$ cat config.mk
export PLATFORM = sky130hd
export DESIGN_NAME = fault_class_debouncer_flat
export DESIGN_NICKNAME = d
export VERILOG_FILES = /design/src/rtl/fault_class_debouncer_if.sv /design/src/rtl/fault_class_debouncer.sv /design/src/flat_wrapper.sv
export SDC_FILE = /design/constraint.sdc
export NUM_CORES = 1
export LEC_CHECK = 0
export ABC_AREA = 1
export ABC_CLOCK_PERIOD_IN_PS = 2400
export CORE_MARGIN = 5
export CORE_UTILIZATION = 40
export DETAILED_ROUTE_END_ITERATION = 10
export HOLD_SLACK_MARGIN = 0.05
export PLACE_DENSITY_LB_ADDON = 0.1
export SYNTH_ARGS = -nofsm -noshare
export SYNTH_HDL_FRONTEND = slang
export SYNTH_SLANG_ARGS = --single-unit
$ cat constraint.sdc
create_clock -name clk -period 2.4 [get_ports clk]
set_input_delay 0.6 -clock clk [delete_from_list [all_inputs] [get_ports clk]]
set_output_delay 0.6 -clock clk [all_outputs]
set_load 0.01 [all_outputs]
$ cat src/rtl/fault_class_debouncer_if.sv
// Bus between the classifier side and the fault-class debouncer.
//   in_valid / in_cls / trip_clr   : driven by the master (classifier side)
//   out_valid / out_cls            : confirmed class state
//   event_pulse                    : one-cycle change/first-confirm pulse
//   trip / trip_cls                : sticky protection trip and the class that set it
//   evt_cnt                        : saturating count of nonzero confirmations
//   err_invalid                    : sticky out-of-range class flag
interface fault_class_debouncer_if #(
  parameter int unsigned C     = 3,
  parameter int unsigned CNT_W = 8
);
  logic             in_valid;
  logic [C-1:0]     in_cls;
  logic             trip_clr;
  logic             out_valid;
  logic [C-1:0]     out_cls;
  logic             event_pulse;
  logic             trip;
  logic [C-1:0]     trip_cls;
  logic [CNT_W-1:0] evt_cnt;
  logic             err_invalid;

  modport master (
    output in_valid, in_cls, trip_clr,
    input  out_valid, out_cls, event_pulse, trip, trip_cls, evt_cnt, err_invalid
  );

  modport slave (
    input  in_valid, in_cls, trip_clr,
    output out_valid, out_cls, event_pulse, trip, trip_cls, evt_cnt, err_invalid
  );
endinterface

$ cat src/rtl/fault_class_debouncer.sv
// Fault-class debouncer: confirms a raw classifier class only after CONFIRM
// consecutive identical valid samples, publishes the confirmed class, pulses an
// event on each change, counts nonzero confirmations and latches a trip on the
// first confirmed fault.
// Ports:
//   clk, rst_n : clock (rising edge), asynchronous active-low reset
//   bus        : fault_class_debouncer_if.slave (inputs in_valid/in_cls/trip_clr,
//                registered outputs out_valid/out_cls/event_pulse/trip/trip_cls/
//                evt_cnt/err_invalid)
module fault_class_debouncer #(
  parameter int unsigned C       = 3,
  parameter int unsigned NUM_CLS = 6,
  parameter int unsigned CONFIRM = 4,
  parameter int unsigned CNT_W   = 8
) (
  input  logic                    clk,
  input  logic                    rst_n,
  fault_class_debouncer_if.slave  bus
);

  localparam int unsigned RUN_W = 8;
  localparam logic [RUN_W-1:0] CONFIRM_R = RUN_W'(CONFIRM);
  localparam logic [C:0]       NUM_CLS_X = (C+1)'(NUM_CLS);

  typedef enum logic {IDLE, STABLE} state_t;

  state_t           state_q, state_d;
  logic [C-1:0]     cand_q, cand_d;
  logic [RUN_W-1:0] run_q, run_d;
  logic             out_valid_q, out_valid_d;
  logic [C-1:0]     out_cls_q, out_cls_d;
  logic             event_q, event_d;
  logic             trip_q, trip_d;
  logic [C-1:0]     trip_cls_q, trip_cls_d;
  logic [CNT_W-1:0] evt_cnt_q, evt_cnt_d;
  logic             err_q, err_d;

  logic             cls_ok;
  logic             confirm;
  logic [RUN_W-1:0] run_upd;

  // State register and all output registers
  always_ff @(posedge clk or negedge rst_n) begin
    if (!rst_n) begin
      state_q     <= IDLE;
      cand_q      <= '0;
      run_q       <= '0;
      out_valid_q <= 1'b0;
      out_cls_q   <= '0;
      event_q     <= 1'b0;
      trip_q      <= 1'b0;
      trip_cls_q  <= '0;
      evt_cnt_q   <= '0;
      err_q       <= 1'b0;
    end else begin
      state_q     <= state_d;
      cand_q      <= cand_d;
      run_q       <= run_d;
      out_valid_q <= out_valid_d;
      out_cls_q   <= out_cls_d;
      event_q     <= event_d;
      trip_q      <= trip_d;
      trip_cls_q  <= trip_cls_d;
      evt_cnt_q   <= evt_cnt_d;
      err_q       <= err_d;
    end
  end

  // Next-state: run tracking, confirmation and published outputs
  always_comb begin
    state_d     = state_q;
    cand_d      = cand_q;
    run_d       = run_q;
    out_valid_d = out_valid_q;
    out_cls_d   = out_cls_q;
    event_d     = 1'b0;
    trip_d      = trip_q;
    trip_cls_d  = trip_cls_q;
    evt_cnt_d   = evt_cnt_q;
    err_d       = err_q;
    confirm     = 1'b0;
    run_upd     = run_q;
    cls_ok      = ({1'b0, bus.in_cls} < NUM_CLS_X);

    // Clear first so a same-cycle confirmation below overrides it
    if (bus.trip_clr) begin
      trip_d     = 1'b0;
      trip_cls_d = '0;
    end

    if (bus.in_valid) begin
      if (!cls_ok) begin
        err_d = 1'b1;
        run_d = '0;
      end else begin
        if ((bus.in_cls == cand_q) && (run_q != '0)) begin
          run_upd = (run_q < CONFIRM_R) ? run_q + RUN_W'(1) : CONFIRM_R;
          // Only the edge that first reaches CONFIRM confirms
          confirm = (run_upd == CONFIRM_R) && (run_q != CONFIRM_R);
        end else begin
          cand_d  = bus.in_cls;
          run_upd = RUN_W'(1);
          confirm = (CONFIRM_R == RUN_W'(1));
        end
        run_d = run_upd;

        if (confirm && ((state_q == IDLE) || (bus.in_cls != out_cls_q))) begin
          state_d     = STABLE;
          out_valid_d = 1'b1;
          out_cls_d   = bus.in_cls;
          event_d     = 1'b1;
          if (bus.in_cls != '0) begin
            if (evt_cnt_q != '1) begin
              evt_cnt_d = evt_cnt_q + CNT_W'(1);
            end
            if (!trip_q || bus.trip_clr) begin
              trip_d     = 1'b1;
              trip_cls_d = bus.in_cls;
            end
          end
        end
      end
    end
  end

  assign bus.out_valid   = out_valid_q;
  assign bus.out_cls     = out_cls_q;
  assign bus.event_pulse = event_q;
  assign bus.trip        = trip_q;
  assign bus.trip_cls    = trip_cls_q;
  assign bus.evt_cnt     = evt_cnt_q;
  assign bus.err_invalid = err_q;

endmodule

$ cat src/flat_wrapper.sv
// flat-port wrapper written by rule: the top's interface ports become plain ports
module fault_class_debouncer_flat 
#(
  parameter int unsigned C       = 3,
  parameter int unsigned NUM_CLS = 6,
  parameter int unsigned CONFIRM = 4,
  parameter int unsigned CNT_W   = 8
)
  (clk, rst_n, bus_in_valid, bus_in_cls, bus_trip_clr, bus_out_valid, bus_out_cls, bus_event_pulse, bus_trip, bus_trip_cls, bus_evt_cnt, bus_err_invalid);
  fault_class_debouncer_if #(.C(C), .CNT_W(CNT_W)) bus_i ();
  input  logic clk;
  input  logic rst_n;
  input wire logic [$bits(bus_i.in_valid)-1:0] bus_in_valid;
  input wire logic [$bits(bus_i.in_cls)-1:0] bus_in_cls;
  input wire logic [$bits(bus_i.trip_clr)-1:0] bus_trip_clr;
  output wire logic [$bits(bus_i.out_valid)-1:0] bus_out_valid;
  output wire logic [$bits(bus_i.out_cls)-1:0] bus_out_cls;
  output wire logic [$bits(bus_i.event_pulse)-1:0] bus_event_pulse;
  output wire logic [$bits(bus_i.trip)-1:0] bus_trip;
  output wire logic [$bits(bus_i.trip_cls)-1:0] bus_trip_cls;
  output wire logic [$bits(bus_i.evt_cnt)-1:0] bus_evt_cnt;
  output wire logic [$bits(bus_i.err_invalid)-1:0] bus_err_invalid;
  assign bus_i.in_valid = bus_in_valid;
  assign bus_i.in_cls = bus_in_cls;
  assign bus_i.trip_clr = bus_trip_clr;
  assign bus_out_valid = bus_i.out_valid;
  assign bus_out_cls = bus_i.out_cls;
  assign bus_event_pulse = bus_i.event_pulse;
  assign bus_trip = bus_i.trip;
  assign bus_trip_cls = bus_i.trip_cls;
  assign bus_evt_cnt = bus_i.evt_cnt;
  assign bus_err_invalid = bus_i.err_invalid;
  fault_class_debouncer #(.C(C), .NUM_CLS(NUM_CLS), .CONFIRM(CONFIRM), .CNT_W(CNT_W)) u_core (.clk(clk), .rst_n(rst_n), .bus(bus_i));
endmodule
=== Word-level counts from Yosys, hierarchy flattened ===
Index checks and enable logic that the tools add are counted.

* Flip-flop bits (word level): 29
* Word-level logic and storage cells: 54
* Output and inout bits: 18

* Eq/ne operators: 5
* Add/sub/neg operators: 2
* Muxes and demuxes: 21
* Reductions and logical operators: 12
* Bitwise logic cells: 3
* $lt $le $gt $ge: 2

{| class="wikitable"
|+ Operator list
! operator !! number
|-
| 8-bit 2-to-1 mux || 3
|-
| 3-bit 2-to-1 mux || 6
|-
| 8-bit by 1-bit adder with 8-bit output (second input constant) || 2
|-
| 1-bit 2-to-1 mux || 12
|-
| 8-bit by 3-bit equality test with 1-bit output (second input constant) || 1
|-
| 8-bit by 3-bit < comparator with 1-bit output (second input constant) || 1
|-
| 8-bit by 3-bit != test with 1-bit output (second input constant) || 1
|-
| 8-bit != test (second input constant) || 1
|-
| 8-bit nonzero test || 1
|-
| 3-bit AND reduction || 2
|-
| 5-bit AND reduction || 1
|-
| 3-bit equality test || 1
|-
| 1-bit logical AND || 3
|-
| 3-bit < comparator (second input constant) || 1
|-
| 3-bit != test || 1
|-
| 1-bit NOT || 3
|-
| 3-bit nonzero test || 1
|-
| 1-bit logical OR || 2
|-
| 2-bit AND reduction || 1
|-
| 1-bit logical NOT || 1
|}

=== Depth between registers and ports, before layout ===
Gate-level depths: netlist (run 1).

* Word-level depth: 11
* Gate-level depth with buffers: 12
* Mapped depth without buffers: 10

=== Worst setup path before layout (run 1) ===
No wires, ideal clock.

* Path kind: input-to-reg
* Start: input port bus_in_cls[2]
* End: register u_core.evt_cnt_q[4] (netlist: u_core.bus.evt_cnt[4])
* Path slack: 0.762 ns
* Arrival: 1.518 ns
* Cell stages on the path: 10
* Path through: buf_6 -> inv_4 -> nand2_1 -> nand2_1 -> nand2_1 -> nand3b_1 -> nor2_2 -> nand4_4 -> nand2_1 -> nand2_1

* Word-level cells in the longest chain between the ends: 7
* Elaborated cells between the ends (all ways): 11

{| class="wikitable"
|+ Ends and longest elaborated chain
! element !! RTL line !! RTL
|-
| from (decl) || flat_wrapper.sv:14 || <nowiki>input wire logic [$bits(bus_i.in_cls)-1:0] bus_in_cls;</nowiki>
|-
| 3-bit equality test || fault_class_debouncer.sv:96 || <nowiki>if ((bus.in_cls == cand_q) && (run_q != '0)) begin</nowiki>
|-
| 1-bit logical AND || fault_class_debouncer.sv:96 ||
|-
| 1-bit 2-to-1 mux || fault_class_debouncer.sv:96 ||
|-
| 1-bit 2-to-1 mux || fault_class_debouncer.sv:92 || <nowiki>if (!cls_ok) begin</nowiki>
|-
| 1-bit 2-to-1 mux || fault_class_debouncer.sv:91 || <nowiki>if (bus.in_valid) begin</nowiki>
|-
| 1-bit logical AND || fault_class_debouncer.sv:107 || <nowiki>if (confirm && ((state_q == IDLE) || (bus.in_cls != out_cls_q))) begin</nowiki>
|-
| 5-bit AND reduction (no line) * || -- ||
|-
| to (signal assigned) || fault_class_debouncer.sv:64 || <nowiki>evt_cnt_q <= evt_cnt_d;</nowiki>
|-
| to (decl) || fault_class_debouncer.sv:35 || <nowiki>logic [CNT_W-1:0] evt_cnt_q, evt_cnt_d;</nowiki>
|}

Mark *: on every way between the ends. The rest lies on a longest branch, timed or not. The select of a mux whose other input is x is not followed.
A chain may end at the register's enable or synchronous reset.

=== Worst setup path in the final report (run 1) ===
Ends and elaborated chain as after synthesis.

==> results.json, run 1 <==
{
  "finalPower_w": 0.00108,
  "cts_made_buffers": 5,
  "syn_nets": 203,
  "gp_congestion": 0.956,
  "async_flop_share": 1.00,
  "hold_class": "reg2reg",
  "end_kind": "register",
  "grt_max_degree": 30,
  "critical_path.most_common_cell": "nand2_1",
  "worstMarginPinSlew_ps": 379,
  "dr_total_vias": 1348,
  "required_ps": 2570,
  "synth_common_cells": "nand2_1 (60), dfrtp_1 (29), inv_1 (25)",
  "peakVddDrop_v": 0.000329,
  "preCtsSetupSlack_ps": 29.2,
  "drive_gt1_frac": 0.123,
  "final_net_count": 238,
  "combPwrFrac": 0.138,
  "synth-edff-count": 0,
  "multi_input_area_um2": 701,
  "fin_worst_hold_slack_ps": 470,
  "port_buffers": 24,
  "clockRootBuffer": "clkbuf_8",
  "antenna_found_initial": 0,
  "timing.final.crit_share": 0.864,
  "cts.clk_slew.worst_paths_ps": 60,
  "synth_seq_cells": 29,
  "status": "finished, final reports clean",
  "startpoint_type": "input pin",
  "p_per_area_mw_per_mm2": 544,
  "routed_via_density": 4.88,
  "synth_top_area_cell": "dfrtp_1",
  "finalHoldViolCount": 0,
  "max_freq_mhz": 482,
  "die-area_mm2": 0.00529,
  "cp_slowest_stage_delay_ps": 570,
  "p_seq_frac": 0.488,
  "dpl.hpwl_um": 2490,
  "crit_chain": "clkdlybuf4s50_1, inv_4, nand2_1, nand2_1, nand2_1, nand3b_1, nor2_2, nand4_4, nand2_1, nand2_1",
  "crit_type": "in2reg",
  "crit_fanout": 8,
  "grt_pass1_wl_um": 6020,
  "clkSinkCount": 29,
  "grt_pass1_vias": 1339,
  "ys_types": 30,
  "ys.flop_type": "dfrtp_1",
  "setup_viol": 0,
  "syn_to_final_growth_pct": 25.7,
  "num-fill-cells": 361,
  "htree_levels": 2,
  "tritoncts": "yes",
  "tns_ps": 0,
  "syn_avg_cell_area_um2": 8.16,
  "p_clk_frac": 0.374,
  "final.setup.worst_slack_ps": 326,
  "slew_headroom": 0.747,
  "ff_latch_area_um2": 726,
  "synth_warnings": 0,
  "fin_skew_ps": 6.14,
  "coreArea_mm2": 0.00374,
  "swShare": 0.260,
  "pin_count": 25,
  "power.leakage_nw": 0.996,
  "initial_utilization": 0.421,
  "clkLatencyLatePin_ps": 280,
  "rsz0062_at_grt": "no",
  "seq_area_frac_synth": 0.461,
  "min_period_ps": 2070,
  "dr.first_iter.drc_count": 124,
  "synth_area_leaders": "dfrtp_1 (46%), nand2_1 (14%), inv_1 (6.0%), nor2_1 (4.1%), nand4_1 (3.6%)",
  "die_y_um": 72.8,
  "dieWidth_um": 72.8,
  "worstPathArrival_ps": 2240,
  "drcViolationCount": 0,
  "synth_area_mm2": 0.00158,
  "syn_inst": 193,
  "clk_path_buf_depth": 2,
  "maxSlewViolCount": 0,
  "cts_resized": 0,
  "p_int_w": 0.000798,
  "netlist.area_leader.share": 0.461,
  "wirelength_um": 3400,
  "wl_per_cell_um": 12.3,
  "power.switching_w": 0.000280,
  "synth.most_common_cell": "nand2_1",
  "grt.total_usage": 0.145,
  "cts_setup_buffers": 0,
  "grt_overflow": 0,
  "core.rowCount": 22,
  "drtPass1Iterations": 4,
  "ant_nets": 0,
  "n_antenna_cell": 0,
  "hold_buffers": 0,
  "cap_violations": 0,
  "slowest_stage": "clkdlybuf4s50_1"
}
-- cell usage in the layout, fill, tap and decap left out, drive strengths merged, types with 7 or more instances in the layout --
cell type,n
clkdlybuf4s50,24
o21ai,12
nor2,20
buf,8
nand3,9
nand4,11
inv,27
dfrtp,29
clkbuf,7
nand2,60
-- sequential cells by signal (all words and copies together), names as in the netlist --
| signal | count |
|---|---|
| u_core.bus.trip_cls | 3 |
| u_core.bus.trip | 1 |
| u_core.bus.out_cls | 3 |
| u_core.cand_q | 3 |
| u_core.bus.err_invalid | 1 |
| u_core.bus.evt_cnt | 8 |
| u_core.bus.out_valid | 1 |
| u_core.run_q | 8 |
| u_core.bus.event_pulse | 1 |
-- final timing paths --
check,startpoint,slack [ps],to,cells after the start
max,bus_in_cls[2],330,u_core.bus.evt_cnt[4],10
min,u_core.bus.err_invalid,470,u_core.bus.err_invalid,1
max reg2reg,u_core.run_q[0],630,u_core.bus.evt_cnt[4],8
min reg2reg,u_core.bus.err_invalid,470,u_core.bus.err_invalid,1
max in group asynchronous,rst_n,1410,u_core.bus.trip_cls[1],2
min in group asynchronous,rst_n,700,u_core.bus.out_cls[2],2
-- logic make-up after synthesis --
family                     synth area share
and+or+nand+nor                       0.295
buffers and inverters                0.0945
DFF                                   0.461
AOI/OAI and AO/OA                    0.0866
xor gates and xnor gates             0.0389
adders and majority gates            0.0238
-- power by group through the flow --
stage	clock (W)	combinational, W	sequential (W)
final	0.000403	0.000149	0.000526
after CTS	0.000421	0.000151	0.000525
after global placement	0	0.000148	0.000533
after global routing	0.000444	0.000171	0.000527
after floorplan	0	0.0000876	0.000534
after detailed placement	0	0.000151	0.000533
-- critical path, delay by kind of cell --
| family | cells | cell delay, ps |
|---|---|---|
| buffers and inverters | 2 | 720 |
| AND/OR/NAND/NOR | 8 | 920 |
-- layer usage --
metal  up-vias  global-route usage  part of all wire
met2        18               0.219              0.46
met4         0              0.0553            0.0094
met5         -                   0                 0
met3         4              0.0441             0.034
li1        684                   -                 -
met1       642               0.195              0.50
-- per-stage QoR --
step | area, um2 | std cells | utilization
CTS | 1980 | 276 | 0.529
floorplan | 1580 | 193 | -
detailed placement | 1890 | 269 | 0.506
global placement | 1890 | 269 | 0.506
finish | 1980 | 276 | 0.529
global route | 1980 | 276 | 0.529
-- cell type report --
type                       count  area share
clock buffer                   7      0.0436
inverter                      28      0.0543
multi-input combinational    132       0.354
sequential                    29       0.366
tap                           48      0.0303
timing repair buffer          32       0.152
No activity file was read; power rests on OpenSTA's default activity.
==> run 2, diff against run 1 <==
Settings changed: GPL_ROUTABILITY_DRIVEN from default to 0.
==> results of run 2 <==
No change in the layout: final DEF, timing and power equal those of run 1.
